### config.mk
export PLATFORM = sky130hd
export DESIGN_NAME = branch_predictor
export DESIGN_NICKNAME = d
export VERILOG_FILES = /design/src/rtl/branch_predictor.sv
export SDC_FILE = /design/constraint.sdc
export NUM_CORES = 1
export LEC_CHECK = 0
export ABC_AREA = 1
export CAP_MARGIN = 5
export CELL_PAD_IN_SITES_DETAIL_PLACEMENT = 0
export CELL_PAD_IN_SITES_GLOBAL_PLACEMENT = 2
export CORE_MARGIN = 1.5
export CORE_UTILIZATION = 33
export DETAILED_ROUTE_END_ITERATION = 16
export PLACE_DENSITY_LB_ADDON = 0.08
export SYNTH_ARGS = -nofsm -noshare
export SYNTH_HDL_FRONTEND = slang
export SYNTH_SLANG_ARGS = --single-unit
### constraint.sdc
create_clock -name clk -period 3 [get_ports clk]
set_clock_uncertainty 0.2 [all_clocks]
set_input_delay 0.45 -clock clk [delete_from_list [all_inputs] [get_ports clk]]
set_output_delay 0.45 -clock clk [all_outputs]
set_load 0.05 [all_outputs]
### src/rtl/branch_predictor.sv
// -----------------------------------------------------------------------------
// branch_predictor
//   Direction predictor for the 5-stage pipeline. A table of 2-bit saturating
//   counters (BHT), indexed by PC bits [INDEX_BITS+1:2] with no tags, is read
//   combinationally at IF and trained by resolved branches from EX. A wrong
//   prediction produces a registered one-cycle redirect carrying the correct
//   next PC. Branch and mispredict event counters saturate at all-ones.
//
// Ports
//   clk, rst_n                       clock, asynchronous active-low reset
//   if_valid, if_pc                  IF lookup request and fetch PC
//   pred_taken                       predicted direction (combinational)
//   ex_valid, ex_branch, ex_kill     EX qualifiers for a resolving branch
//   ex_pc, ex_taken, ex_pred_taken   resolving branch PC, outcome, IF prediction
//   ex_target                        computed branch target
//   redirect_valid, redirect_pc      registered mispredict redirect
//   branch_cnt, mispredict_cnt       performance counters
// -----------------------------------------------------------------------------
module branch_predictor #(
    parameter int         INDEX_BITS = 6,
    parameter logic [1:0] CTR_INIT   = 2'b01
) (
    input  logic        clk,
    input  logic        rst_n,
    input  logic        if_valid,
    input  logic [31:0] if_pc,
    output logic        pred_taken,
    input  logic        ex_valid,
    input  logic        ex_branch,
    input  logic        ex_kill,
    input  logic [31:0] ex_pc,
    input  logic        ex_taken,
    input  logic        ex_pred_taken,
    input  logic [31:0] ex_target,
    output logic        redirect_valid,
    output logic [31:0] redirect_pc,
    output logic [31:0] branch_cnt,
    output logic [31:0] mispredict_cnt
);

    localparam int ENTRIES = 1 << INDEX_BITS;

    logic [1:0]            bht [ENTRIES];
    logic [INDEX_BITS-1:0] if_idx;
    logic [INDEX_BITS-1:0] ex_idx;
    logic                  resolve_p0;
    logic                  mispredict_p0;
    logic [31:0]           fix_pc_p0;
    logic                  if_pc_unused;
    logic                  ex_pc_unused;

    function automatic logic [1:0] sat_inc2(input logic [1:0] v);
        return (v == 2'b11) ? v : v + 2'b01;
    endfunction

    function automatic logic [1:0] sat_dec2(input logic [1:0] v);
        return (v == 2'b00) ? v : v - 2'b01;
    endfunction

    function automatic logic [31:0] sat_inc32(input logic [31:0] v);
        return (v == 32'hFFFF_FFFF) ? v : v + 32'd1;
    endfunction

    // Untagged table: PC bits outside the index field only alias entries.
    assign if_idx       = if_pc[INDEX_BITS+1:2];
    assign ex_idx       = ex_pc[INDEX_BITS+1:2];
    assign if_pc_unused = ^{if_pc[31:INDEX_BITS+2], if_pc[1:0]};
    assign ex_pc_unused = ^{ex_pc[31:INDEX_BITS+2], ex_pc[1:0]};

    // IF lookup reads the registered table, so a same-cycle update is not
    // bypassed: the new counter becomes visible on the following cycle.
    assign pred_taken = if_valid & bht[if_idx][1];

    // EX resolve: the prediction carried down the pipe is trusted as-is.
    assign resolve_p0    = ex_valid & ex_branch & ~ex_kill;
    assign mispredict_p0 = resolve_p0 & (ex_taken != ex_pred_taken);
    assign fix_pc_p0     = ex_taken ? ex_target : ex_pc + 32'd4;

    // ---- EX -> registered state (table, redirect, counters) ----
    always_ff @(posedge clk or negedge rst_n) begin
        if (!rst_n) begin
            for (int i = 0; i < ENTRIES; i++) begin
                bht[i] <= CTR_INIT;
            end
            redirect_valid <= 1'b0;
            redirect_pc    <= 32'd0;
            branch_cnt     <= 32'd0;
            mispredict_cnt <= 32'd0;
        end else begin
            redirect_valid <= mispredict_p0;
            if (resolve_p0) begin
                bht[ex_idx] <= ex_taken ? sat_inc2(bht[ex_idx]) : sat_dec2(bht[ex_idx]);
                branch_cnt  <= sat_inc32(branch_cnt);
            end
            if (mispredict_p0) begin
                redirect_pc    <= fix_pc_p0;
                mispredict_cnt <= sat_inc32(mispredict_cnt);
            end
        end
    end

endmodule
==> results of run 1 <==
-- through the flow --
stage	power, mW	cell area [um^2]	TNS (ns)
after detailed placement	5.73	16400	-12.39
after CTS	9.99	17500	0
after global routing	10.3	17500	0
after global placement	5.72	16400	-11.11
final	9.85	17500	0
after floorplan	4.76	13300	0
-- cell usage in the layout, fill, tap and decap left out, drive strengths merged, types with 2 or more instances in the layout --
master,instances
nor3,72
nand2,766
inv,210
xnor2,26
clkinv,11
clkbuf,38
ha,3
buf,97
xor2,50
nand3,147
o21ai,83
o21a,4
o211ai,16
dfrtp,161
a31oi,4
bufinv,8
nor2,163
or2,10
nand4,26
nand3b,3
nor4b,2
clkdlybuf4s50,170
and3,4
dlygate4sd2,2
nor4,8
dfstp,64
a21oi,42
-- cell type report --
type	instances	area, um^2	share of cell area
multi-input cells	1433	6480	0.370
flip-flops and latches	225	5710	0.326
repair buffers	270	2730	0.156
clock buffers	38	852	0.0486
inverters	211	793	0.0453
well taps	525	657	0.0375
clock inverters	18	302	0.0172
-- state kept, by name (all words and copies together) (netlist names) --
register	count
bht	128
branch_cnt	32
mispredict_cnt	32
redirect_pc	32
redirect_valid	1
-- worst paths after layout --
check / start / cells after the start / to
setup / recovery: if_pc[4] / 9 / pred_taken
hold / removal: rst_n / 2 / bht[85]$_DFFE_PN0P_
setup reg to reg: branch_cnt[12]$_DFFE_PN0P_ / 10 / branch_cnt[5]$_DFFE_PN0P_
hold reg to reg: bht[52]$_DFFE_PN1P_ / 2 / bht[52]$_DFFE_PN1P_
max in group asynchronous: rst_n / 3 / bht[2]$_DFFE_PN1P_
min in group clk: ex_target[2] / 3 / redirect_pc[2]$_DFFE_PN0P_
-- layer usage --
layer  up-vias  wire [um]  track usage  share of wire
li1       6562          -            -              -
met1      6215      22600        0.328           0.47
met2       276      22400        0.380           0.47
met3        53       1940       0.0281          0.041
met4         0        796       0.0491          0.017
met5         -          0            0              0
-- worst register-to-register path, stage by stage (launching register included) --
cell     delay (ns)
dfrtp_1        0.44
nand2_1        0.12
nor3_1         0.38
nand2_1        0.09
nor2_1         0.17
nand4_1        0.10
nand2_1        0.32
inv_1          0.32
nand2_1        0.18
nor2_1         0.06
xor2_1         0.13
-- where the power goes --
part,internal [mW],leakage (nW),switching [mW]
Clock,2.69,0.574,1.49
Sequential,3.32,2.78,0.179
Combinational,0.748,4.89,1.42
Total,6.76,8.24,3.09
-- logic make-up (layout without fill, tap and decap cells) --
kind of cell / Yosys count / after routing / share of synthesized area
compound gates: 152 / 152 / 0.0619
xor+xnor: 76 / 76 / 0.0499
fa+ha+maj: 3 / 3 / 0.00282
buf+inv: 284 / 537 / 0.0855
flops: 225 / 225 / 0.428
simple gates: 1202 / 1202 / 0.371
-- what timing repair did --
action | CTS | global route
setup buffers | 0 | 1
cloned | 0 | 0
resized for setup | 8 | 0
endpoints found under the hold margin | 54 | 0
pin swaps | 2 | 0
hold buffers | 1 | 0
endpoints found under the setup margin | 1 | 1
==> flow_summary.toml, run 1 <==
[outcome]
status = "completed"

[routing]
drt-vias-per-instance = 4.82
drt-wirelength-per-cell_um = 17.5
drtIter0Drc = 826
wirelength_um = 47700
num_vias = 13106
first_pass_iters = 5
route.detailed.drc = 0
detail-route-antenna-nets = 0

[grt]
grt_pass1_wl_um = 75200
grt-ovfl-total = 0
antenna_found_initial = 0
grt_max_degree = 60
grt_pass1_vias = 12951
grt_usage = 0.232

[timing]
post-route-period-util = 0.973
hold_viol_final = 0
fin_hold_ws_ns = 0.209
tightest_slew_ns = 0.632
slew_headroom = 0.575
post-route-min-period_ns = 2.92
worst_slack_ns = 0.0799
max_freq_mhz = 342
rsz0062_at_grt = "false"
slew_violations = 0
finalSetupViolations = 0

[die]
dieArea_um2 = 41600
die_width_um = 204
die_h_um = 204
fp.coreArea_um2 = 39800
io_pins = 202
row_count = 73
start_util = 0.335

[placement]
dp_hpwl_um = 34200
port_buffers = 175
dpl.cell_count = 2662
place.gp.congestion = 0.860
pre_cts_ws_ns = -0.189

[worst_hold_path]
hp-class = "primary input to asynchronous set/reset pin"

[yosys]
synthTopCellsByArea = "dfrtp_1 (30%), nand2_1 (22%), dfstp_2 (13%)"
yosysSeqAreaShare = 0.428
synthTopCellsByCount = "nand2_1 (764), inv_1 (204), dfrtp_1 (161)"
synth_most_common_cell = "nand2_1"
synth-seq-cells = 225
yosysUniqueCellTypes = 38
yosys_warnings = 0
ys_async_sr_fraction = 1.00
synth_edf_count = 0
synthCells = 1942
synth_top_cell_by_area = "dfrtp_1"
synth_flop_cell = "dfrtp_1"
netlist_area_um2 = 13300
syn_avg_cell_area_um2 = 6.86
synth_nets = 2049
synth.top_cell.area_share = 0.302

[layout]
drive_gt1_frac = 0.105
num-fill-cells = 4192
postLayoutCoreUtil = 0.440
num_antenna_cells = 0
finalNonFillerCells = 2720
fin_nets = 2278
syn2layout_area_growth_pct = 31.5

[cts]
cts-root-buf = "clkbuf_16"
clkSlewWorstSetupHoldPaths_ns = 0.06
clk_path_buf_depth = 3
clk_latency_ns = 0.58
cts_made_buffers = 30
clock-sinks = 225
cts_tree = "yes"
htree_num_levels = 1

[worst_setup_path]
cpMostUsedCell = "nand3_1"
crit_slowest_cell = "clkdlybuf4s50_1"
cp_slowest_stage_delay_ns = 0.62
cp_data_required_time_ns = 2.35
critical_path.max_fanout = 8
crit_arrival_ns = 2.27
crit_path_start_kind = "primary input"
crit_family = "buffers and inverters"
ff2ff_setup_slack_ns = 0.38
critPathBufInv = 4
path_class = "primary input to output port"
cp-end-kind = "output port"
crit_chain = "clkdlybuf4s50_1, inv_1, o21ai_1, nand3_1, nand3_1, nand3_1, a21boi_1, buf_4, buf_12"

[power]
vdd_drop_max_mv = 0.445
p_leak_nw = 8.24
power_density_nw_per_um2 = 562

[job]
drv_cap = 0
(Power assumes the default switching activity.)
==> inputs of run 2 (changes only) <==
CORE_MARGIN = not set   (was 1.5)
CORE_UTILIZATION = 27   (was 33)
clock period = 2.5 ns   (was 3 ns; I/O delays follow)
==> run 2 against run 1 <==
  * The flow now finishes with violations (negative setup slack)
  * Global-route usage is 2.5 points lower
  * Critical path depth is 2 lower
  * Register-to-register slack worse by 0.18 ns
  * Hold slack worse by 0.16 ns
  * Sequential cell count stayed put
  * Power is 18% higher
  * Count of clock-buffer cells in the layout is 5 higher
  * Largest power group unchanged
==> flow_summary.toml, run 2 (synthesized netlist as in run 1, its figures left out) <==
[layout]
postLayoutCoreUtil = 0.378
syn2layout_area_growth_pct = 38.5
mostFrequentLayoutCells = "nand2_1 (763), inv_1 (197), dfrtp_1 (161)"
top_register = "bht"
drive_gt1_frac = 0.149
mostFrequentLayoutCell = "nand2_1"
largest_register_ff_count = 128
fin_nets = 2369
num_antenna_cells = 0

[power]
power_frac_seq = 0.361
pwr-share-clk = 0.407
p_switching_mw = 3.85
p_leak_nw = 9.01
p_int_mw = 7.81
power_density_nw_per_um2 = 631
combPwrFrac = 0.232
p_sw_frac = 0.330
finalPower_mw = 11.7
vdd_drop_max_mv = 0.532

[worst_setup_path]
ff2ff_setup_slack_ns = 0.20
cp_data_required_time_ns = 1.92
worst_r2r_path_depth = 13
critPathBufInv = 1
crit_slowest_cell = "dfrtp_1"
cp-end-kind = "output port"
regToRegStartpoint = "branch_cnt[1]$_DFFE_PN0P_"
r2r_end = "branch_cnt[5]$_DFFE_PN0P_"
cp_slowest_stage_delay_ns = 0.43
crit_path_start_kind = "flip-flop"
path_class = "flip-flop to output port"
crit_arrival_ns = 2.07
cpMostUsedCell = "nand3_1"
critical_path.max_fanout = 3
crit_family = "compound AO/OA/AOI/OAI gates"
crit_chain = "o21ai_0, o211ai_1, nand3_1, nand3_1, nand3b_1, a21boi_4, buf_12"

[placement]
dp_hpwl_um = 38200
port_buffers = 175
place.gp.congestion = 0.869
pre_cts_ws_ns = -0.537

[grt]
grt-ovfl-total = 0
grt_usage = 0.208
antenna_found_initial = 0
grt_pass1_wl_um = 80200
grt_max_degree = 73
grt_pass1_vias = 13219

[routing]
first_pass_iters = 7
wirelength_um = 51800
drt-vias-per-instance = 4.52
drtIter0Drc = 734
num_vias = 13349
detail-route-antenna-nets = 0
route.detailed.drc = 0
drt-wirelength-per-cell_um = 17.6

[die]
io_pins = 202
dieArea_um2 = 50300
row_count = 81
die_width_um = 224
die_h_um = 224
start_util = 0.273
fp.coreArea_um2 = 48800

[timing]
max_freq_mhz = 378
fin_hold_ws_ns = 0.0468
totalNegativeSetupSlack_ns = -0.148
finalSetupViolations = 1
slew_violations = 0
post-route-period-util = 1.06
tightest_slew_ns = 0.570
rsz0062_at_grt = "true"
slew_headroom = 0.619
worst_slack_ns = -0.148
hold_viol_final = 0
post-route-min-period_ns = 2.65

[worst_hold_path]
hp-class = "primary input to asynchronous set/reset pin"

[cts]
cts_tree = "yes"
htree_num_levels = 1
cts_made_buffers = 31
clk_path_buf_depth = 3
clk_latency_ns = 0.59
clkSlewWorstSetupHoldPaths_ns = 0.06
clock-sinks = 225
cts-root-buf = "clkbuf_16"

[outcome]
status = "finished with violations"
violations = "negative setup slack"

[job]
drv_cap = 0
run 2: layer usage:
metal,track usage,part of all wire,vias to the layer above
met3,0.0243,0.035,47
met1,0.296,0.48,6342
met4,0.0320,0.014,0
met2,0.341,0.47,219
met5,0,0,-
li1,-,-,6741
run 2: what timing repair did:
action | 4_1_cts | 5_1_grt
cloned | 1 | 0
hold buffers | 1 | 0
pin swaps | 12 | 8
endpoints found under the hold margin | 172 | 0
setup buffers | 2 | 3
setup endpoints to repair | 30 | 50
resized for setup | 47 | 31
run 2: area by class of cell:
cell class	instances	area, um^2
clock buffer	43	911
timing repair buffer	360	3480
fill	5283	30400
tap	664	831
sequential	225	5710
inverter	211	792
clock inverter	15	188
multi-input combinational	1433	6550
run 2: worst reg2reg max path, cell delays in order, from the launching register on:
cell and delay [ns]:
dfrtp_1 0.39, ha_1 0.16, inv_1 0.04, nor2_1 0.17, nand2_1 0.08, nor2_1 0.19
nand4_1 0.13, nand2_1 0.13, buf_12 0.16, inv_1 0.09, buf_4 0.16, nand2_1 0.09
nor2_1 0.06, xor2_1 0.13
run 2: worst max-delay path by stage:
stage | slack (ns) | end | cells past startpoint | from
3_3_place_gp | -0.56 | pred_taken | 11 | if_pc[2]
3_5_place_dp | -0.54 | pred_taken | 11 | if_pc[2]
6_report | -0.15 | pred_taken | 7 | bht[117]$_DFFE_PN0P_
2_1_floorplan | 0.06 | pred_taken | 8 | if_pc[2]
5_1_grt | -0.25 | pred_taken | 9 | bht[115]$_DFFE_PN0P_
4_1_cts | -0.21 | pred_taken | 9 | bht[77]$_DFFE_PN0P_
run 2: through the flow:
stage	instance area (um^2)	instances
2_1_floorplan	13300	1942
3_3_place_gp	17200	2886
3_5_place_dp	17200	2886
4_1_cts	18400	2948
5_1_grt	18500	2951
6_report	18500	2951
run 2: power by group through the flow:
| stage | clock, mW | sequential, mW | combinational [mW] |
|---|---|---|---|
| final | 4.75 | 4.21 | 2.70 |
| after floorplan | 0 | 4.96 | 0.756 |
| after CTS | 4.92 | 4.21 | 2.74 |
| after global routing | 5.05 | 4.25 | 2.90 |
| after detailed placement | 0 | 4.27 | 2.73 |
| after global placement | 0 | 4.26 | 2.73 |
==> variant (config.mk and constraints of run 2) <==
`INDEX_BITS`: 6 -> 5.
--- a/src/rtl/branch_predictor.sv
+++ b/src/rtl/branch_predictor.sv
@@ -19,3 +19,3 @@
 module branch_predictor #(
-    parameter int         INDEX_BITS = 6,
+    parameter int         INDEX_BITS = 5,
     parameter logic [1:0] CTR_INIT   = 2'b01
Formal check against the unedited RTL: not equivalent (Yosys sat finds a counterexample within 4 cycles, from zero or initial values and one cycle with rst_n low).
==> variant against run 2 <==
Design area is 26% lower. Maximum frequency is 11% higher. Sequential power is 23% lower. Routed wire length is 31% lower. Power is 26% lower. Sequential cell count is 64 lower. Non-clock buffer count is 97 lower. Setup slack better by 250 ps. Area after synthesis is 25% lower. Core utilization is 0.56 points lower. Register-to-register slack better by 80 ps. Critical path type unchanged. Highest routed layer unchanged.
==> variant: results (changes against run 2) <==
WORST_HOLD_SLACK_PS=233.8  # +187.0 ps
GRT_PASS1_WL_MM=56.84  # -29%
GRT_USAGE_PCT=19.39  # -1.4 points
CRITICAL_PATH.REG2REG.STARTPOINT='branch_cnt[5]'
CTS-ROOT-TO-SINK-BUFFERS=2  # -1
NNETSFINAL=1836  # -22%
NUMCLOCKSINKS=161  # -28%
FINALWORSTPATHREQUIREDPERIOD_PS=2395  # -253.3 ps
DP.FINAL_HPWL_MM=26.78  # -30%
CRITPATHTOPFAMILY='flip-flops'
N_MULTI_INPUT_COMBINATIONAL_CELL=1096  # -24%
SYNTH.AREA.TOP_CELLS='sky130_fd_sc_hd__dfrtp_1 (32%), sky130_fd_sc_hd__nand2_1 (21%), sky130_fd_sc_hd__dfstp_2 (8.4%)'
CRIT_ARRIVAL_PS=1820  # -250 ps
OUTCOME='finished clean'
WL_MM=35.73  # -31%
DP.CELLS=2172  # -25%
NUM-FILL-CELLS=3976  # -25%
GLOBALPLACE.CONGESTION=0.8154  # -6.2%
CLOCK_BUFFERS=20  # -53%
CLOCK_TREE.HTREE_LEVEL_COUNT=4  # +3
DIE_WIDTH_UM=194.6  # -13%
NETLIST_INSTANCES=1485  # -24%
LAYOUT.CLOCK.CELL_AREA_SHARE_PCT=4.499  # -1.5 points
IR_DROP_mV=0.4611  # -13%
CTS_MADE_BUFFERS=17  # -45%
VIA_COUNT_OF_THE_FIRST_GLOBAL_ROUTING_PASS=10010  # -24%
PLACEMENT.IO_BUFFERS=174  # -0.57%
SYNTH.LIB_CELLS_USED.DISTINCT=33  # -13%
SYNTH_COMMONEST_CELLS='sky130_fd_sc_hd__nand2_1 (553), sky130_fd_sc_hd__inv_1 (178), sky130_fd_sc_hd__nor2_1 (165), sky130_fd_sc_hd__dfrtp_1 (129), sky130_fd_sc_hd__nand3_1 (93)'
PWR_DENSITY_CELL_mW_PER_MM2=635.9  # +0.70%
POWER.STATIC_LEAKAGE_nW=6.245  # -31%
VIAS=9817  # -26%
[variant: worst max-delay path by stage]
stage                  start    endpoint  cells after the start
finish               bht[59]  pred_taken                      9
global route         bht[63]  pred_taken                      9
CTS                 if_pc[3]  pred_taken                     11
detailed placement  if_pc[2]  pred_taken                     10
global placement    if_pc[2]  pred_taken                     10
floorplan           if_pc[2]  pred_taken                      9
[variant: per-layer routing]
| metal | vias up | global-route usage, % | share of wire [%] |
|---|---|---|---|
| met5 | - | 0 | 0 |
| met4 | 0 | 3.968 | 0.84 |
| met3 | 15 | 2.638 | 2.4 |
| met2 | 132 | 33.48 | 49 |
| met1 | 4554 | 25.70 | 48 |
| li1 | 5116 | - | - |
[variant: what timing repair did]
action	CTS	global route
setup endpoints to repair	1	1
resized for setup	5	15
hold endpoints to repair	43	0
pin swaps	0	3
gates cloned	1	1
hold buffers	1	0
